===== src/rtl/ultrasonic_echo_emulator.sv =====
// ---------------------------------------------------------------------------
// ultrasonic_echo_emulator
//
// Emulates the sensor at the far end of a trig/echo ultrasonic interface.
// It accepts a trigger pulse that is long enough, waits a fixed burst delay,
// and then drives an echo pulse. The echo width encodes the programmed target
// distance. Targets of 0 cm or beyond MAX_CM produce a timeout-width echo.
//
// Ports:
//   clk         in   1   system clock (50 MHz nominal)
//   rst_n       in   1   asynchronous active-low reset
//   trig        in   1   trigger from controller, asynchronous to clk
//   target_cm   in  16   emulated distance in cm, sampled when the trigger
//                        is accepted
//   echo        out  1   echo pulse, registered
//   busy        out  1   high whenever the emulator is not idle
//   short_trig  out  1   one-cycle pulse when a trigger is rejected as too
//                        short
//   echo_count  out 16   number of echoes emitted, wraps 0xFFFF -> 0
//
// Optional feature (compile-time macro ECHO_JITTER_EN):
//   When defined, a 16-bit Fibonacci LFSR (taps 16,14,13,11, seed 0xACE1)
//   steps once per accepted trigger. Its low byte is added to the echo width,
//   so each echo gets 0..255 extra clocks.
// ---------------------------------------------------------------------------
module ultrasonic_echo_emulator #(
  parameter int CYCLES_PER_CM   = 2900,
  parameter int MIN_TRIG_CYCLES = 500,
  parameter int BURST_DELAY     = 10000,
  parameter int MAX_CM          = 400,
  parameter int TIMEOUT_CYCLES  = 1900000,
  parameter int HOLDOFF_CYCLES  = 2500
) (
  input  logic        clk,
  input  logic        rst_n,
  input  logic        trig,
  input  logic [15:0] target_cm,
  output logic        echo,
  output logic        busy,
  output logic        short_trig,
  output logic [15:0] echo_count
);

  typedef enum logic [2:0] {
    S_IDLE,
    S_TRIG_HIGH,
    S_BURST,
    S_ECHO,
    S_HOLDOFF
  } state_t;

  localparam logic [23:0] CPC        = 24'(CYCLES_PER_CM);
  localparam logic [23:0] MIN_TRIG   = 24'(MIN_TRIG_CYCLES);
  localparam logic [23:0] BURST_LAST = 24'(BURST_DELAY - 1);
  localparam logic [23:0] MAX_DIST   = 24'(MAX_CM);
  localparam logic [23:0] TIMEOUT_W  = 24'(TIMEOUT_CYCLES);
  localparam logic [23:0] HOLD_LAST  = 24'(HOLDOFF_CYCLES - 1);
  localparam logic [23:0] WIDTH_SAT  = 24'h00_FFFF;

  // Synchronizer and edge detection
  logic trig_meta;
  logic trig_s;
  logic trig_d;
  logic trig_rise;

  // Controller state and datapath registers
  state_t      state,      state_nxt;
  logic [23:0] width_cnt,  width_nxt;
  logic [23:0] cnt,        cnt_nxt;
  logic [23:0] echo_w,     echo_w_nxt;
  logic        echo_nxt;
  logic        short_nxt;
  logic [15:0] count_nxt;
  logic        accept;

  // Echo width computed from the live target_cm; it is captured only in the
  // acceptance cycle, so later target changes cannot touch an echo in flight.
  logic [23:0] prod;
  logic        in_range;
  logic [23:0] base_w;
  logic [23:0] sample_w;

  // NOTE: sequential state is always updated with non-blocking assignments so
  // every flop samples the pre-edge values, independent of statement order.
  always_ff @(posedge clk or negedge rst_n) begin
    if (!rst_n) begin
      trig_meta <= 1'b0;
      trig_s    <= 1'b0;
      trig_d    <= 1'b0;
    end else begin
      trig_meta <= trig;
      trig_s    <= trig_meta;
      trig_d    <= trig_s;
    end
  end

  assign trig_rise = trig_s & ~trig_d;

  assign prod     = 24'(target_cm) * CPC;
  assign in_range = (target_cm != 16'd0) && (24'(target_cm) <= MAX_DIST);
  assign base_w   = in_range ? prod : TIMEOUT_W;

`ifdef ECHO_JITTER_EN
  logic [15:0] lfsr;
  logic        lfsr_fb;

  assign lfsr_fb  = lfsr[15] ^ lfsr[13] ^ lfsr[12] ^ lfsr[10];
  // The current LFSR value jitters this echo; the step happens afterwards,
  // so the first echo after reset uses the seed.
  assign sample_w = base_w + {16'd0, lfsr[7:0]};

  always_ff @(posedge clk or negedge rst_n) begin
    if (!rst_n) begin
      lfsr <= 16'hACE1;
    end else if (accept) begin
      lfsr <= {lfsr[14:0], lfsr_fb};
    end
  end
`else
  assign sample_w = base_w;
`endif

  always_ff @(posedge clk or negedge rst_n) begin
    if (!rst_n) begin
      state      <= S_IDLE;
      width_cnt  <= '0;
      cnt        <= '0;
      echo_w     <= '0;
      echo       <= 1'b0;
      short_trig <= 1'b0;
      echo_count <= '0;
    end else begin
      state      <= state_nxt;
      width_cnt  <= width_nxt;
      cnt        <= cnt_nxt;
      echo_w     <= echo_w_nxt;
      echo       <= echo_nxt;
      short_trig <= short_nxt;
      echo_count <= count_nxt;
    end
  end

  // NOTE: every output of this block gets a default before the case, so no
  // path leaves a variable unassigned and no latch is inferred.
  always_comb begin
    state_nxt  = state;
    width_nxt  = width_cnt;
    cnt_nxt    = cnt;
    echo_w_nxt = echo_w;
    echo_nxt   = echo;
    short_nxt  = 1'b0;
    count_nxt  = echo_count;
    accept     = 1'b0;

    unique case (state)
      // Only a fresh rising edge arms; a trig that is already high when the
      // holdoff ends produces no edge here and is ignored.
      S_IDLE: begin
        if (trig_rise) begin
          state_nxt = S_TRIG_HIGH;
          width_nxt = 24'd1;
        end
      end

      S_TRIG_HIGH: begin
        if (trig_s) begin
          if (width_cnt < WIDTH_SAT) width_nxt = width_cnt + 24'd1;
        end else if (width_cnt >= MIN_TRIG) begin
          accept     = 1'b1;
          echo_w_nxt = sample_w;
          cnt_nxt    = '0;
          state_nxt  = S_BURST;
        end else begin
          short_nxt = 1'b1;
          state_nxt = S_IDLE;
        end
      end

      // echo is registered, so raising echo_nxt on the last burst cycle puts
      // the rising edge BURST_DELAY+1 clocks after the acceptance cycle.
      S_BURST: begin
        if (cnt == BURST_LAST) begin
          cnt_nxt   = '0;
          echo_nxt  = 1'b1;
          state_nxt = S_ECHO;
        end else begin
          cnt_nxt = cnt + 24'd1;
        end
      end

      S_ECHO: begin
        if (cnt == echo_w - 24'd1) begin
          cnt_nxt   = '0;
          echo_nxt  = 1'b0;
          count_nxt = echo_count + 16'd1;
          state_nxt = (HOLDOFF_CYCLES == 0) ? S_IDLE : S_HOLDOFF;
        end else begin
          cnt_nxt = cnt + 24'd1;
        end
      end

      S_HOLDOFF: begin
        if (cnt == HOLD_LAST) begin
          cnt_nxt   = '0;
          state_nxt = S_IDLE;
        end else begin
          cnt_nxt = cnt + 24'd1;
        end
      end

      default: state_nxt = S_IDLE;
    endcase
  end

  assign busy = (state != S_IDLE);

endmodule

===== config.mk =====
export PLATFORM = sky130hd
export DESIGN_NAME = ultrasonic_echo_emulator
export DESIGN_NICKNAME = d
export VERILOG_FILES = /design/src/rtl/ultrasonic_echo_emulator.sv
export SDC_FILE = /design/constraint.sdc
export NUM_CORES = 1
export LEC_CHECK = 0
export BUFFER_PORTS_ARGS = -buffer_cell sky130_fd_sc_hd__clkbuf_2
export CAP_MARGIN = 20
export CORE_AREA = 2 2 98 194
export CTS_CLUSTER_SIZE = 16
export DETAILED_ROUTE_END_ITERATION = 16
export DIE_AREA = 0 0 100 196
export REMOVE_ABC_BUFFERS = 1
export SETUP_SLACK_MARGIN = 0.2
export SLEW_MARGIN = 30
export SYNTH_ARGS = -nofsm -noshare
export SYNTH_HDL_FRONTEND = slang
export SYNTH_SLANG_ARGS = --single-unit

===== constraint.sdc =====
create_clock -name clk -period 3.2 [get_ports clk]
set_clock_uncertainty 0.15 [all_clocks]
set_input_delay 0.32 -clock clk [delete_from_list [all_inputs] [get_ports clk]]
set_output_delay 0.32 -clock clk [all_outputs]
set_load 0.005 [all_outputs]

==> metrics.cfg, run 1 <==
[die]
placementRows=70
core_region_area_mm2=0.0182
die_h_um=196
die-area_mm2=0.0196
die_x_um=100
start_util_pct=44.0
io_pins=38

[detailed_routing]
highest_layer=met4
totalWireLength_mm=23.1
drc_errors=0
met3RoutedLength_um=406
vias=7142
wl_per_cell_um=17.8
firstDrtPassIters=4
wl_met1_mm=7.48
drt-initial-drc-count=289
drt-vias-per-instance=5.52
postRouteAntennaNets=0
dr_wl_met2_mm=14.1

[job]
maxCapViolations=0

[cells_and_area]
drive_above_1_share_pct=36.1
antenna_cells=0
nets=1198
fillerInstances=1500
multi_input_area_mm2=0.00623
seqCellArea_mm2=0.00236
syn2layout_area_growth_pct=42.3
stdcell_count=1293
fin_util_pct=62.6
fin_area_mm2=0.0114

[global_route]
grt_pass1_wl_mm=36.6
grt_max_degree=43
first_global_vias=7672
grt_use_total_pct=23.8
antenna_found_initial=0
grt-ovfl-total=0

[synthesis]
synth_common_cells=inv_1 (107), dfrtp_1 (94), nor2_1 (72)
synth_area_mm2=0.00802
yosysSeqAreaShare_pct=29.3
ys_ff_latch=94
yosysWarningCount=0
ys_types=77
syn_avg_cell_area_um2=9.16
synth_edf_count=0
async_flop_share_pct=100
synth.area.top_cells=dfrtp_1 (29%), fa_1 (11%), ha_1 (9.7%), inv_1 (5.0%), xor2_1 (4.8%)
synth.most_common_cell=inv_1
synth_flop_cell=dfrtp_1
syn_inst=875
synth_top_cell_area_share_pct=29.3
synth_area_leader_cell=dfrtp_1

[power]
peakVddDrop_mv=0.514
power_frac_clock_pct=14.8
p_leak_uw=0.00523
combPwrFrac_pct=67.9
p_int_uw=4280
p_sw_share_pct=38.9
p_sw_uw=2730
power_density_mw_per_mm2=615
p_seq_share_pct=17.3

[placed_design]
dp_hpwl_mm=16.9
io_buffer_count=37
gp_congestion=0.817
dpl.cell_count=1229
dpl_cell_area_mm2=0.00935

[sta]
finalHoldViolCount=0
setup_viol=13
grt_setup_unrepaired=true
fmax_mhz=225
setup_slack_ps=-1250
min_period_over_period_pct=139
fin_crit_ps=4450
slew_headroom_pct=58.1
worst_pin_slew_ps=623
hold_ws_ps=206
drv_slew=0

[hold_path]
hp-class=flip-flop to flip-flop

[run_status]
violations=negative setup slack
status=complete, but fails checks

[cts]
clkTransAtPathRegs_ps=70
cts.path.max_buffers=2
cts_tree=yes
htreeDepth=3
clock_latency_ps=360
clock_sinks=94
cts_buffers=9
clockRootBuffer=clkbuf_16

[critical_path]
crit_path_start_kind=input pin
critical_path_class=input pin to flip-flop
path_max_fanout=3
required_ps=3280
worst_setup_path_end_kind=flip-flop
arrival_ps=4520

-- cells by family (layout without fill, tap and decap cells) --
group / count (synthesis) / in the layout / synth area share, %
adder cells (fa/ha/maj): 107 / 107 / 20.9
XOR/XNOR: 84 / 84 / 9.18
buffers and inverters: 135 / 336 / 6.81
multiplexers: 8 / 8 / 1.01
AND/OR/NAND/NOR: 310 / 311 / 20.9
flip-flops: 94 / 94 / 29.3
AO/OA/AOI/OAI: 137 / 137 / 11.8
-- routing by layer --
metal	global-route usage, %	vias up
met3	2.39	75
met1	21.1	3485
met4	12.3	0
met2	49.6	147
met5	0	-
li1	-	3435
-- sequential cells by signal, indices dropped and copies added, names as in the netlist --
signal and cells:
state 3, trig_d 1, trig_s 1, echo_count 16, trig_meta 1, echo_w 22, cnt 24, echo 1
short_trig 1, width_cnt 24
-- cell usage in the layout, fill, tap and decap left out, types with 10 or more instances in the layout --
cell / instances
nand4_1: 26
nor3_1: 13
buf_4: 128
clkbuf_2: 28
a21oi_1: 27
inv_2: 17
nand3_1: 33
nor4_1: 12
nor3_4: 10
a31oi_1: 10
dfrtp_1: 91
and3_1: 10
fa_1: 44
clkbuf_16: 11
nand2_1: 55
xor2_1: 41
o21ai_0: 14
buf_6: 38
o21ai_2: 11
ha_1: 28
xnor2_1: 37
inv_1: 90
ha_4: 31
nor2_1: 66
-- metrics by stage --
stage | worst slack [ps] | setup TNS, ps | total power [uW]
3_3_place_gp | -2130 | -21780 | 4500
5_1_grt | -1390 | -13570 | 7550
6_report | -1250 | -11640 | 7020
2_1_floorplan | -1930 | -18490 | 3300
4_1_cts | -1280 | -11460 | 6690
3_5_place_dp | -2210 | -22780 | 4540
-- power by group through the flow --
stage | combinational [uW] | sequential, uW | clock, uW
2_1_floorplan | 2060 | 1240 | 0
3_3_place_gp | 3260 | 1240 | 0
3_5_place_dp | 3300 | 1240 | 0
4_1_cts | 4410 | 1220 | 1060
5_1_grt | 5240 | 1220 | 1100
6_report | 4760 | 1220 | 1040
-- repair_timing --
item                                    in CTS  in global routing
hold endpoints to repair                    34                  0
buffers inserted                            22                 22
pin swaps                                  113                 58
endpoints found under the setup margin      50                 58
gates resized for setup                    168                 82
gates cloned                                 2                  0
hold buffers                                 2                  0
-- final cells by class --
type / instances / share of cell area, %
clock inverters: 7 / 0.505
inverters: 107 / 3.52
well taps: 216 / 2.37
multi-input cells: 647 / 54.6
repair buffers: 213 / 16.4
flip-flops and latches: 94 / 20.7
clock buffers: 9 / 1.97
-- worst max-delay path: stages --
cell and delay (ps):
clkbuf_16 130, ha_4 260, inv_2 40, fa_1 460
fa_1 480, inv_1 40, fa_1 480, inv_1 50
fa_1 490, inv_2 50, ha_4 220, a21o_1 210
a21o_1 180, a2111oi_2 300, buf_4 170, nand3b_1 100
a31o_2 220, a21oi_2 120, xnor2_1 130, a21oi_1 80
-- worst paths after layout --
path | startpoint | to | slack (ps) | cells past startpoint
min reg2reg | trig_meta | trig_s | 210 | 0
min | trig_meta | trig_s | 210 | 0
max | target_cm[5] | echo_w[23] | -1250 | 20
max in group asynchronous | rst_n | cnt[4] | 1930 | 3
min in group asynchronous | rst_n | width_cnt[22] | 310 | 2
max reg2reg | echo_w[15] | echo_count[1] | 60 | 10
No activity file was read; power rests on OpenSTA's default activity.
==> inputs of run 2 (changes only) <==
--- a/config.mk
+++ b/config.mk
@@ -11,6 +11,7 @@
 export CTS_CLUSTER_SIZE = 16
 export DETAILED_ROUTE_END_ITERATION = 16
 export DIE_AREA = 0 0 100 196
+export PLACE_DENSITY = 0.75
 export REMOVE_ABC_BUFFERS = 1
 export SETUP_SLACK_MARGIN = 0.2
 export SLEW_MARGIN = 30
==> constraint.sdc (replaced) <==
create_clock -name clk -period 3.8 [get_ports clk]
set_clock_uncertainty 0.15 [all_clocks]
set_input_delay 0.38 -clock clk [delete_from_list [all_inputs] [get_ports clk]]
set_output_delay 0.38 -clock clk [all_outputs]
set_load 0.005 [all_outputs]
==> run 2 against run 1 <==
Compared with the run above: the run ends with negative hold slack, negative setup slack left; via count decreased by 0.36%; global-route usage decreased by 2.1 points; worst hold slack got worse by 230 ps; total power decreased by 10%; setup slack improved by 400 ps; register-to-register slack improved by 370 ps; non-clock buffer count decreased by 65; sequential power decreased by 16%; flip-flop and latch count unchanged.
==> metrics.cfg, run 2 (synthesized netlist as in run 1, its figures left out) <==
[detailed_routing]
wl_per_cell_um=17.9
postRouteAntennaNets=0
vias=7116
totalWireLength_mm=22.0
drt-initial-drc-count=304
drc_errors=0
firstDrtPassIters=4
drt-vias-per-instance=5.79

[cells_and_area]
antenna_cells=0
fillerInstances=1520
fin_util_pct=55.9
mostFrequentLayoutCells=dfrtp_1 (94), buf_4 (92), inv_1 (90), nor2_1 (69), nand2_1 (57)
multi_input_area_mm2=0.00566
drive_above_1_share_pct=26.3
syn2layout_area_growth_pct=26.9
fin_area_mm2=0.0102
largestRegisters=cnt (24), width_cnt (24), echo_w (22)
seqCellArea_mm2=0.00235
nets=1133
final_common_cell=dfrtp_1

[die]
io_pins=38
die-area_mm2=0.0196
core_region_area_mm2=0.0182
die_x_um=100
placementRows=70
die_h_um=196
start_util_pct=44.0

[sta]
setup_slack_ps=-849
drv_slew=0
min_period_over_period_pct=122
worst_pin_slew_ps=847
fmax_mhz=215
fin_crit_ps=4650
finalHoldViolCount=39
slew_headroom_pct=43.6
grt_setup_unrepaired=true
setup_viol=12
timing.setup.tns_ps=-6820
hold_ws_ps=-26.6

[cts]
clockRootBuffer=clkbuf_16
cts_tree=yes
clock_latency_ps=360
htreeDepth=3
cts.path.max_buffers=2
cts_buffers=9
clock_sinks=94
clkTransAtPathRegs_ps=70

[placed_design]
io_buffer_count=37
dp_hpwl_mm=15.3
dpl_cell_area_mm2=0.00899
place_ws_ps=-1650
gp_congestion=0.885

[critical_path]
critical_path_class=input pin to flip-flop
arrival_ps=4720
crit_path_start_kind=input pin
r2r_end=cnt[5]
rr_worst_depth=11
path_max_fanout=5
required_ps=3870
timing.rr.start=echo_w[2]
worst_setup_path_end_kind=flip-flop
regToRegSetupSlack_ps=430

[power]
combPwrFrac_pct=69.4
p_sw_share_pct=41.5
p_sw_uw=2610
peakVddDrop_mv=0.524
p_total_uw=6290
p_seq_share_pct=16.3
power_frac_clock_pct=14.3
p_leak_uw=0.00463
power_density_mw_per_mm2=619
p_int_uw=3680

[run_status]
violations=negative hold slack, negative setup slack
status=complete, but fails checks

[job]
maxCapViolations=0

[global_route]
grt_max_degree=70
grt-ovfl-total=0
first_global_vias=7406
antenna_found_initial=0
grt_pass1_wl_mm=34.0
grt_use_total_pct=21.7

[hold_path]
hp-class=input pin to asynchronous set/reset pin

run 2: changes by cell type in the layout (fill, tap and decap cells not counted), moves of 6 or more:
| cell | change |
|---|---|
| nor3_1 | +8 |
| o21ai_2 | -10 |
| buf_4 | -36 |
| nor3_4 | -8 |
| o21ai_0 | +10 |
| buf_6 | -20 |
| buf_12 | -6 |
| ha_1 | +11 |
| nor4_1 | +6 |
| ha_4 | -10 |
run 2: how the worst max path moves through the flow:
stage | end | cells after the start | from | slack (ps)
after floorplan | echo_w[23] | 18 | target_cm[9] | -1390
after global placement | echo_w[23] | 20 | target_cm[9] | -1570
after detailed placement | echo_w[23] | 19 | target_cm[9] | -1650
after CTS | echo_w[23] | 20 | target_cm[5] | -780
after global routing | echo_w[23] | 23 | target_cm[5] | -980
final | echo_w[23] | 21 | target_cm[5] | -850
run 2: layer usage:
| layer | up-vias | wire, um | track usage (%) |
|---|---|---|---|
| met5 | - | 0 | 0 |
| met3 | 96 | 612 | 2.32 |
| met1 | 3518 | 7430 | 20.2 |
| met2 | 201 | 12600 | 43.2 |
| met4 | 0 | 1330 | 12.9 |
| li1 | 3301 | - | - |
run 2: repair_timing:
item                                   CTS  global route
endpoints found under the hold margin    1             0
pin swaps                               76            28
setup endpoints to repair               13            47
hold buffers                             1             0
cloned                                   0             1
gates resized for setup                103            29
buffers inserted                        12            11
run 2: critical path, cell delays in order:
cell	delay, ps
clkbuf_16	130
ha_4	270
inv_4	40
fa_1	480
fa_1	520
inv_2	40
fa_1	530
inv_1	50
fa_1	490
inv_2	50
ha_4	270
buf_4	100
buf_6	100
nand4_1	160
buf_4	200
o21ai_1	280
nand3b_1	180
a31o_2	160
a21oi_2	50
xnor2_1	140
a21oi_1	80
run 2: final cells by class:
| type | instances | share of cell area (%) |
|---|---|---|
| clock buffer | 9 | 2.21 |
| timing repair buffer | 148 | 11.7 |
| sequential | 94 | 23.1 |
| clock inverter | 7 | 0.713 |
| multi-input combinational | 647 | 55.6 |
| tap | 216 | 2.66 |
| inverter | 107 | 4.00 |
run 2: per-stage QoR:
stage	instances	hold WS, ps
floorplan	847	-65.6
global placement	1187	183
detailed placement	1187	194
CTS	1216	11.6
global route	1228	53.0
finish	1228	-26.6
run 2: power by group through the flow:
| stage | Clock (uW) | Combinational (uW) | Sequential [uW] |
|---|---|---|---|
| final | 903 | 4370 | 1030 |
| after global routing | 963 | 4690 | 1030 |
| after CTS | 924 | 3650 | 1020 |
| after detailed placement | 0 | 2730 | 1040 |
| after global placement | 0 | 2650 | 1040 |
| after floorplan | 0 | 1740 | 1040 |
==> inputs of run 3 (changes only) <==
--- a/config.mk
+++ b/config.mk
@@ -13,7 +13,6 @@
 export DIE_AREA = 0 0 100 196
 export PLACE_DENSITY = 0.75
 export REMOVE_ABC_BUFFERS = 1
-export SETUP_SLACK_MARGIN = 0.2
 export SLEW_MARGIN = 30
 export SYNTH_ARGS = -nofsm -noshare
 export SYNTH_HDL_FRONTEND = slang
==> run 3 against run 2 <==
Compared with the run above: the run still ends with negative hold slack, negative setup slack left; final cell count is 0.24% lower; die area stayed put; combinational power rose by 3%; maximum frequency decreased by 0.58%; largest power group unchanged.
==> metrics.cfg, run 3 (synthesized netlist as in run 1, its figures left out) <==
[critical_path]
crit_chain=clkbuf_8, ha_4, inv_4, fa_1, fa_1, inv_2, fa_1, inv_1, fa_1, inv_2, ha_4, a21o_1, a21o_1, a2111oi_4, buf_4, nand3b_1, a31o_2, a21oi_2, xnor2_1, a21oi_1
worst_setup_path_end_kind=flip-flop
arrival_ps=4750
path_max_fanout=3
worst_path_largest_cell_delay_ps=510
path_delay_family=adder cells
crit_slowest_cell=fa_1
path_buf_inv=6
cpMostUsedCell=fa_1
crit_path_start_kind=input pin
required_ps=3870
critical_path_class=input pin to flip-flop

[detailed_routing]
drc_errors=0
vias=7065
postRouteAntennaNets=0
wl_per_cell_um=17.5
totalWireLength_mm=21.4
firstDrtPassIters=5
drt-initial-drc-count=316
drt-vias-per-instance=5.77

[cts]
cts.path.max_buffers=2
clockRootBuffer=clkbuf_16
cts_tree=yes
clkTransAtPathRegs_ps=70
clock_sinks=94
htreeDepth=3
clock_latency_ps=360
cts_buffers=9

[cells_and_area]
mostFrequentLayoutCells=dfrtp_1 (94), buf_4 (91), inv_1 (88), nor2_1 (68), nand2_1 (58)
fin_area_mm2=0.0101
largestRegisters=cnt (24), width_cnt (24), echo_w (22)
antenna_cells=0
syn2layout_area_growth_pct=26.6
nets=1130
drive_above_1_share_pct=26.5
fillerInstances=1537
final_common_cell=dfrtp_1

[power]
p_total_uw=6440
power_density_mw_per_mm2=634
p_leak_uw=0.00461
peakVddDrop_mv=0.515
p_seq_share_pct=15.9
power_frac_clock_pct=14.0
p_sw_share_pct=40.9
combPwrFrac_pct=70.1
p_int_uw=3800
p_sw_uw=2630

[global_route]
grt_max_degree=70
grt_pass1_wl_mm=34.3
grt-ovfl-total=0
antenna_found_initial=0
first_global_vias=7452
grt_use_total_pct=21.9

[placed_design]
io_buffer_count=37
dp_hpwl_mm=15.3
place_ws_ps=-1650
dpl_cell_area_mm2=0.00899
gp_congestion=0.885

[sta]
fin_crit_ps=4680
worst_pin_slew_ps=845
timing.setup.tns_ps=-5880
hold_ws_ps=-22.9
setup_slack_ps=-876
fmax_mhz=214
min_period_over_period_pct=123
setup_viol=12
grt_setup_unrepaired=true
drv_slew=0
slew_headroom_pct=43.6
finalHoldViolCount=39

[run_status]
status=complete, but fails checks
violations=negative hold slack, negative setup slack

[die]
core_region_area_mm2=0.0182
die-area_mm2=0.0196
die_h_um=196
start_util_pct=44.0
placementRows=70
die_x_um=100
io_pins=38

[hold_path]
hp-class=input pin to asynchronous set/reset pin

[job]
maxCapViolations=0

## run 3: layout make-up
cell class	instances	area [um^2]	area share, %
multi-input combinational	646	5660	55.7
sequential	94	2350	23.2
timing repair buffer	146	1170	11.5
inverter	107	404	3.98
tap	216	270	2.66
clock buffer	9	225	2.22
clock inverter	7	72.6	0.715
## run 3: worst register-to-register path, delay by kind of cell, from the launching register on
kind | cells | cell delay (ps)
XOR/XNOR | 1 | 180
buffers and inverters | 1 | 110
adder cells (fa/ha/maj) | 1 | 290
flip-flops | 1 | 460
AND/OR/NAND/NOR | 7 | 2240
## run 3: power by group through the flow
| stage | Clock [uW] | Combinational [uW] | Sequential, uW |
|---|---|---|---|
| 3_5_place_dp | 0 | 2730 | 1040 |
| 6_report | 902 | 4510 | 1030 |
| 3_3_place_gp | 0 | 2650 | 1040 |
| 2_1_floorplan | 0 | 1740 | 1040 |
| 4_1_cts | 924 | 3730 | 1020 |
| 5_1_grt | 964 | 4810 | 1030 |
## run 3: metrics by stage
step           utilization (%)  cells
5_1_grt                   55.7   1225
4_1_cts                   54.8   1218
2_1_floorplan                -    847
3_3_place_gp              49.3   1187
3_5_place_dp              49.3   1187
6_report                  55.7   1225
## run 3: repair_timing
action	CTS	global route
endpoints found under the setup margin	12	16
resized for setup	106	29
endpoints found under the hold margin	1	0
hold buffers	1	0
pin swaps	87	39
setup buffers	16	8
## run 3: routing by layer
metal,GRT usage (%),part of all wire [%]
met5,0,0
met4,13.6,6.7
met3,2.46,2.8
met2,43.5,57
met1,20.3,33
## run 3: worst paths after layout
path                              startpoint             end  slack, ps  cells after the start
worst max-delay path            target_cm[7]      echo_w[23]       -880                     20
worst min-delay path                   rst_n   width_cnt[12]        -20                      1
worst max register to register     echo_w[2]  echo_count[14]        300                     10
worst min register to register     trig_meta          trig_s        210                      0
max in group asynchronous              rst_n      echo_w[10]       2630                      2
min in group clk                   trig_meta          trig_s        210                      0
